==> src/rtl/cdb_result_buffer.sv <==
// cdb_result_buffer
//
// Transmit-side common-data-bus interface for one functional unit. Completed
// results {tag, data} are queued in a small FIFO. The oldest entry is offered
// to the CDB arbitrator, and the offer is held until the arbitrator grants it.
// When several units complete in the same cycle, the results that lose
// arbitration wait in the buffer instead of being lost.
//
// Ports
//   clk        rising-edge clock
//   reset      asynchronous, active-low reset
//   en         global enable; 0 freezes all state
//   res_valid  unit presents a completed result this cycle
//   res_tag    result tag; bit TAG_W-1 is tag_valid
//   res_data   result value
//   res_ready  buffer can accept a result (not full)
//   cdb_req    head entry valid; requesting the CDB
//   cdb_tag    head tag, 0 when empty
//   cdb_data   head data, 0 when empty
//   cdb_grant  arbitrator takes the head entry this cycle
//   count      occupied entries
//   overflow   sticky: a valid result arrived while full
//
// Handshakes
//   Input side : a result is accepted at a rising edge when en, res_valid,
//                res_tag[TAG_W-1] and res_ready are all 1. res_ready depends
//                only on registered state, so the unit may look at it before
//                it decides to drive res_valid.
//   Output side: cdb_req/cdb_tag/cdb_data form the valid/data half. The
//                entry leaves at a rising edge when en, cdb_req and cdb_grant
//                are all 1. While the request is not granted, cdb_tag and
//                cdb_data stay unchanged.
module cdb_result_buffer #(
  parameter int DEPTH  = 4,
  parameter int DATA_W = 32,
  parameter int TAG_W  = 8
) (
  input  logic                       clk,
  input  logic                       reset,
  input  logic                       en,
  input  logic                       res_valid,
  input  logic [TAG_W-1:0]           res_tag,
  input  logic [DATA_W-1:0]          res_data,
  output logic                       res_ready,
  output logic                       cdb_req,
  output logic [TAG_W-1:0]           cdb_tag,
  output logic [DATA_W-1:0]          cdb_data,
  input  logic                       cdb_grant,
  output logic [$clog2(DEPTH+1)-1:0] count,
  output logic                       overflow
);

  localparam int PTR_W = $clog2(DEPTH);
  localparam int CNT_W = $clog2(DEPTH+1);

  logic [TAG_W-1:0]  tag_mem  [DEPTH];
  logic [DATA_W-1:0] data_mem [DEPTH];

  logic [PTR_W-1:0] wr_ptr;
  logic [PTR_W-1:0] rd_ptr;
  logic [CNT_W-1:0] cnt_q;
  logic             overflow_q;

  logic offered;
  logic push;
  logic pop;

  // A result with tag_valid=0 is not a result at all. It can neither be
  // written nor flag an overflow.
  assign offered   = en & res_valid & res_tag[TAG_W-1];
  assign res_ready = (cnt_q < CNT_W'(DEPTH));
  assign cdb_req   = (cnt_q != '0);
  // A pop in the same cycle does not make room for a push. res_ready comes
  // from the occupancy at the start of the cycle.
  assign push      = offered & res_ready;
  assign pop       = en & cdb_grant & cdb_req;

  assign count     = cnt_q;
  assign overflow  = overflow_q;

  // The head is read straight from storage. There is no bypass, so a new
  // result can only become the head after the edge that writes it.
  always_comb begin
    cdb_tag  = '0;
    cdb_data = '0;
    if (cdb_req) begin
      cdb_tag  = tag_mem[rd_ptr];
      cdb_data = data_mem[rd_ptr];
    end
  end

  // DEPTH is a power of two, so the pointers wrap naturally at DEPTH-1 -> 0.
  always_ff @(posedge clk or negedge reset) begin
    if (!reset) begin
      wr_ptr     <= '0;
      rd_ptr     <= '0;
      cnt_q      <= '0;
      overflow_q <= 1'b0;
    end else begin
      if (push) begin
        wr_ptr <= wr_ptr + PTR_W'(1);
      end
      if (pop) begin
        rd_ptr <= rd_ptr + PTR_W'(1);
      end
      case ({push, pop})
        2'b10:   cnt_q <= cnt_q + CNT_W'(1);
        2'b01:   cnt_q <= cnt_q - CNT_W'(1);
        default: cnt_q <= cnt_q;
      endcase
      if (offered && !res_ready) begin
        overflow_q <= 1'b1;
      end
    end
  end

  // Storage needs no reset. Empty slots are never visible because the
  // outputs are forced to zero whenever count is 0.
  always_ff @(posedge clk) begin
    if (push) begin
      tag_mem[wr_ptr]  <= res_tag;
      data_mem[wr_ptr] <= res_data;
    end
  end

endmodule

==> config.mk <==
export PLATFORM = sky130hd
export DESIGN_NAME = cdb_result_buffer
export DESIGN_NICKNAME = d
export VERILOG_FILES = /design/src/rtl/cdb_result_buffer.sv
export SDC_FILE = /design/constraint.sdc
export NUM_CORES = 1
export LEC_CHECK = 0
export BUFFER_PORTS_ARGS = -buffer_cell sky130_fd_sc_hd__buf_4
export CAP_MARGIN = 20
export CORE_AREA = 2 2 131 133
export CTS_CLUSTER_DIAMETER = 60
export DETAILED_ROUTE_END_ITERATION = 16
export DIE_AREA = 0 0 133 135
export SLEW_MARGIN = 20
export SYNTH_ARGS = -nofsm -noshare
export SYNTH_HDL_FRONTEND = slang
export SYNTH_SLANG_ARGS = --single-unit
==> constraint.sdc <==
create_clock -name clk -period 2.75 [get_ports clk]
set_clock_uncertainty 0.05 [all_clocks]
set_input_delay 0.55 -clock clk [delete_from_list [all_inputs] [get_ports clk]]
set_output_delay 0.55 -clock clk [all_outputs]
set_load 0.05 [all_outputs]
* After elaboration in Yosys (flattened, before gate mapping)
Memory sizes are Yosys's and may differ from the RTL's. Cells that the tools add are included.
Operators by class: bitwise logic cells 5, add/subtract/negate cells 4, magnitude comparators 1, reduce and logical (&&, ||, !) cells 4, eq/ne operators 2, multiplexer cells 5
Operators by type and width (count):
- $mux W32 | 1
- $mux W8 | 1
- $pmux W3 S2 | 1
- $and A1 B1 Y1 | 5
- $add A2 B1 Y2 const B | 2
- $add A3 B1 Y3 const B | 1
- $lt A3 B3 Y1 const B | 1
- $reduce_bool A3 Y1 | 1
- $sub A3 B1 Y3 const B | 1
- $eq A2 B1 Y1 const B | 1
- $eq A2 B2 Y1 const B | 1
- $mux W1 | 2
- $reduce_bool A2 Y1 | 1
- $logic_and A1 B1 Y1 | 1
- $logic_not A1 Y1 | 1
Word-level totals: memories 2, input bits 45, register bits 8, output and inout port bits 46, RAM bits 160
Memory list:
- data_mem | words 4, width 32, read ports 1, clocked after memory_dff 0, wr ports 1, RTL line 57 | logic [DATA_W-1:0] data_mem [DEPTH];
- tag_mem | words 4, width 8, read ports 1, clocked after memory_dff 0, wr ports 1, RTL line 56 | logic [TAG_W-1:0] tag_mem [DEPTH];

* Logic depth before layout (Yosys ltp)
depth in word-level cells 5, mapped depth 9, depth with buffers taken out 9

* Least setup slack after synthesis
OpenSTA, ideal clock, no wires.
kind register to output, start point register cnt_q[0], in the netlist count[0], end point output cdb_data[29], cell stages (with the launch flop) 5, slack 0.029 ns, required time 2.150 ns, path buffers 2, arrival 2.121 ns, path through dfrtp_1 > or3_1 > clkbuf_1 > clkbuf_1 > and2_1
On the way: longest elaborated chain between the ends 2
RTL lines:
- from (decl) | RTL line 61 | logic [CNT_W-1:0] cnt_q;
- from (signal assigned) | RTL line 107 | 2'b10: cnt_q <= cnt_q + CNT_W'(1);
- from (signal assigned) | RTL line 108 | 2'b01: cnt_q <= cnt_q - CNT_W'(1);
- from (signal assigned) | RTL line 109 | default: cnt_q <= cnt_q;
- $reduce_bool A3 Y1 | RTL line 72 | assign cdb_req = (cnt_q != '0);
- net cdb_req | RTL line 45 | output logic cdb_req,
- $mux W32 | RTL line 86 | if (cdb_req) begin
- to (decl) | RTL line 47 | output logic [DATA_W-1:0] cdb_data,
The timed path passes the listed nets, and every way through them passes these cells.

* Worst setup path after layout
start point register rd_ptr[0], end point output cdb_data[22]
On the way: longest elaborated chain between the ends 2
RTL lines:
- from (decl) | RTL line 60 | logic [PTR_W-1:0] rd_ptr;
- from (signal assigned) | RTL line 104 | rd_ptr <= rd_ptr + PTR_W'(1);
- $mem_v2 Z4 W32
- $mux W32 | RTL line 86
Every way passes these cells.

==> reports/metrics.csv <==
metric;value;unit
status;finished clean;
critPathMaxFanout;8;
synthesis.area;0.00654;sq mm
r2r.worst_path.cells;6;
post-synth-top-area-cell;sky130_fd_sc_hd__edfxtp_1;
post-dp-hpwl;7.73;mm
worst_hold_path_type;input pin to flip-flop;
detail_route.wirelength.met1;5.47;mm
detail_route.drc_violations;0;
vias_per_cell;4.89;
post-layout-total-power;9.50;mW
drt-wirelength-per-cell;19.2;um
min_period_over_period;96.4;%
cts_buffer_depth;2;
vias;3132;
postSynthCellCount;296;
detailroute.wirelength.met2;6.05;mm
initial_utilization;39.9;%
synth_top_flop_cell;sky130_fd_sc_hd__edfxtp_1;
critPathKind;flip-flop to primary output;
switching_share;37.0;%
finalWorstPathRequiredPeriod;2.65;ns
finalHoldWorstSlack;0.278;ns
antenna_violating_nets_post_route;0;
slowest_stage;sky130_fd_sc_hd__dfrtp_4;
synth.top_cell.area_share;73.4;%
comb_power_share;42.3;%
p_seq_share;32.2;%
port_buffers;90;
clock_latency;0.41;ns
timing.final.hold_violations;0;
placedCellCount;605;
number_of_clock_buffers_inserted_by_tritoncts;17;
multi_input_comb_area;0.00139;sq mm
cts_tree;yes;
regArea;0.00501;sq mm
timing.rr.start;count[0];
worst_pin_slew;0.473;ns
crit_path_start_kind;flip-flop;
ys_async_sr_fraction;4.76;%
rrSetupSlack;0.53;ns
finalNonFillerCells;641;
netSwitchingPower;3.51;mW
floorplan.die.width;133;um
drt-pass1-iter-count;4;
pre_cts_slack;0.341;ns
grt_pass1_vias;3437;
ff_latch_count_synth;168;
synth_top_cells_by_area;sky130_fd_sc_hd__edfxtp_1 (73%), sky130_fd_sc_hd__mux4_2 (13%), sky130_fd_sc_hd__and2_1 (4.2%);
cap_violations;0;
timing.critical_path.cells;buf_4 -> mux4_2 -> and2_1 -> buf_4;
core-area;0.0164;sq mm
routed_wl;12.3;mm
die_h;135;um
place.gp.congestion;0.703;
htree_levels;4;
p_int;5.99;mW
final-max-slew-violation-count;0;
yosys-top-cells-count;sky130_fd_sc_hd__edfxtp_1 (160), sky130_fd_sc_hd__and2_1 (44), sky130_fd_sc_hd__mux4_2 (38), sky130_fd_sc_hd__dfrtp_1 (8), sky130_fd_sc_hd__inv_1 (7);
final_area;0.00817;sq mm
post_route_cells_drive_above_1_share;43.2;%
tns;0;ns
dieArea;0.0180;sq mm
clock_slew_seen_by_the_registers_of_the_worst_setup_and_hold_paths;0.06;ns
post_route_utilization;49.8;%
fmax;377;MHz
grt_start_max_net_pins;29;
synth.yosys.seq_area_share;76.5;%
dr.first_iter.drc_count;212;
number_of_enable_flip_flop_cells_after_synthesis;160;
max-slew-margin-rel;68.4;%
layout.nets;459;
hold_path_end;data_mem[2][20];
numClockSinks;168;
cp_data_arrival_time;2.05;ns
whs_path_depth;1;
post_dp_cell_area;0.00750;sq mm
post_synth_num_cell_types;23;
synthToLayoutAreaGrowth;24.9;%
worst_ir_drop_vdd;0.614;mV
met3_wirelength;651;um
timing.critical_path.required;2.15;ns
cts_root_buffer;sky130_fd_sc_hd__clkbuf_16;
fillCellCount;1337;
share_clk_of_total_power;25.5;%
power_per_cell_area;1160;mW/mm^2
rsz_0062_raised_after_global_routing;no;
synth.net_count;347;
worstHoldStart;res_data[20];
io_pins;91;
yosysMostFrequentCell;sky130_fd_sc_hd__edfxtp_1;
setup_viol;0;
yosys_warnings;0;
grt_antenna_before_repair;0;
grt_overflow_total;0;
floorplan_row_count;47;
grt_first_pass_wirelength;19.1;mm
least_setup_slack_across_all_paths_after_layout;0.0983;ns
crit_path_end_kind;primary output;
insertedDiodeCount;0;
gr-usage-all-layers;14.6;%
worst_path_largest_cell_delay;0.54;ns
worst_r2r_endpoint;count[1];
timing.critical_path.mode_cell;sky130_fd_sc_hd__buf_4;
power.static_leakage;2.85;nW
top_signal_layer_used;met4;
syn-mean-instance-area;22.1;sq um
[cells by family after synthesis]
kind of cell,Yosys count,synth area share [%]
compound gates,2,0.191
xor+xnor,6,0.803
fa+ha+maj,6,1.26
buf+inv,22,2.45
flops,168,76.5
mux,41,14.1
simple gates,51,4.74
[cells in the final DEF (no fill, tap or decap), types with 2 or more instances in the layout]
cell                         Yosys  layout
sky130_fd_sc_hd__edfxtp_1      160     160
sky130_fd_sc_hd__and2_2          0       4
sky130_fd_sc_hd__buf_12          4       4
sky130_fd_sc_hd__xor2_1          2       2
sky130_fd_sc_hd__bufinv_16       0       4
sky130_fd_sc_hd__ha_1            5       5
sky130_fd_sc_hd__mux4_2         38      38
sky130_fd_sc_hd__nor2_1          2       2
sky130_fd_sc_hd__and2_1         44      40
sky130_fd_sc_hd__xnor2_1         4       4
sky130_fd_sc_hd__clkinvlp_4      0       4
sky130_fd_sc_hd__clkinv_2        0       3
sky130_fd_sc_hd__dfrtp_1         8       6
sky130_fd_sc_hd__mux4_1          2       2
sky130_fd_sc_hd__inv_1           7       7
sky130_fd_sc_hd__clkinv_1        0       2
sky130_fd_sc_hd__buf_4           0     103
sky130_fd_sc_hd__clkbuf_16       0      17
[final cells by class]
cell class | instances | share of cell area, %
sequential | 168 | 61.3
multi-input combinational | 106 | 17.0
timing repair buffer | 108 | 10.6
clock buffer | 18 | 5.25
tap | 220 | 3.37
clock inverter | 14 | 2.22
inverter | 7 | 0.321
[routing by layer]
metal,vias to the layer above,global-route usage [%]
met1,1641,19.0
li1,1402,-
met4,0,5.85
met5,-,0
met2,80,23.3
met3,9,4.09
[how the worst max path moves through the flow]
stage | startpoint | to | depth (start not counted) | slack (ns)
2_1_floorplan | count[0] | cdb_data[29] | 4 | 0.03
5_1_grt | rd_ptr[0] | cdb_data[27] | 4 | 0.006
4_1_cts | rd_ptr[0] | cdb_data[22] | 4 | 0.06
3_5_place_dp | rd_ptr[0] | cdb_data[22] | 4 | 0.34
3_3_place_gp | rd_ptr[0] | cdb_data[22] | 4 | 0.35
6_report | rd_ptr[0] | cdb_data[22] | 4 | 0.1
[flip-flops by register name, summed over array words and instances, names as in the netlist]
register	count
rd_ptr	2
data_mem	128
tag_mem	32
count	3
wr_ptr	2
overflow	1
[power groups by stage]
| stage | combinational [mW] | sequential (mW) | clock [mW] |
|---|---|---|---|
| finish | 4.02 | 3.06 | 2.43 |
| global route | 4.24 | 3.08 | 2.58 |
| CTS | 4.09 | 3.06 | 2.48 |
| detailed placement | 3.95 | 3.15 | 0 |
| global placement | 3.94 | 3.14 | 0 |
| floorplan | 2.92 | 3.13 | 0 |
[critical path, delay by kind of cell (launching register included)]
family / cells / cell delay (ns)
buffers and inverters: 2 / 0.41
flip-flops: 1 / 0.54
multiplexers: 1 / 0.50
AND/OR/NAND/NOR: 1 / 0.17
[repair_timing]
| item | CTS | global route |
|---|---|---|
| buffers inserted | 3 | 0 |
| gates resized for setup | 1 | 0 |
| endpoints found under the setup margin | 35 | 0 |
| hold buffers | 1 | 0 |
| endpoints found under the hold margin | 8 | 0 |
No activity file was read; power rests on OpenSTA's default activity.
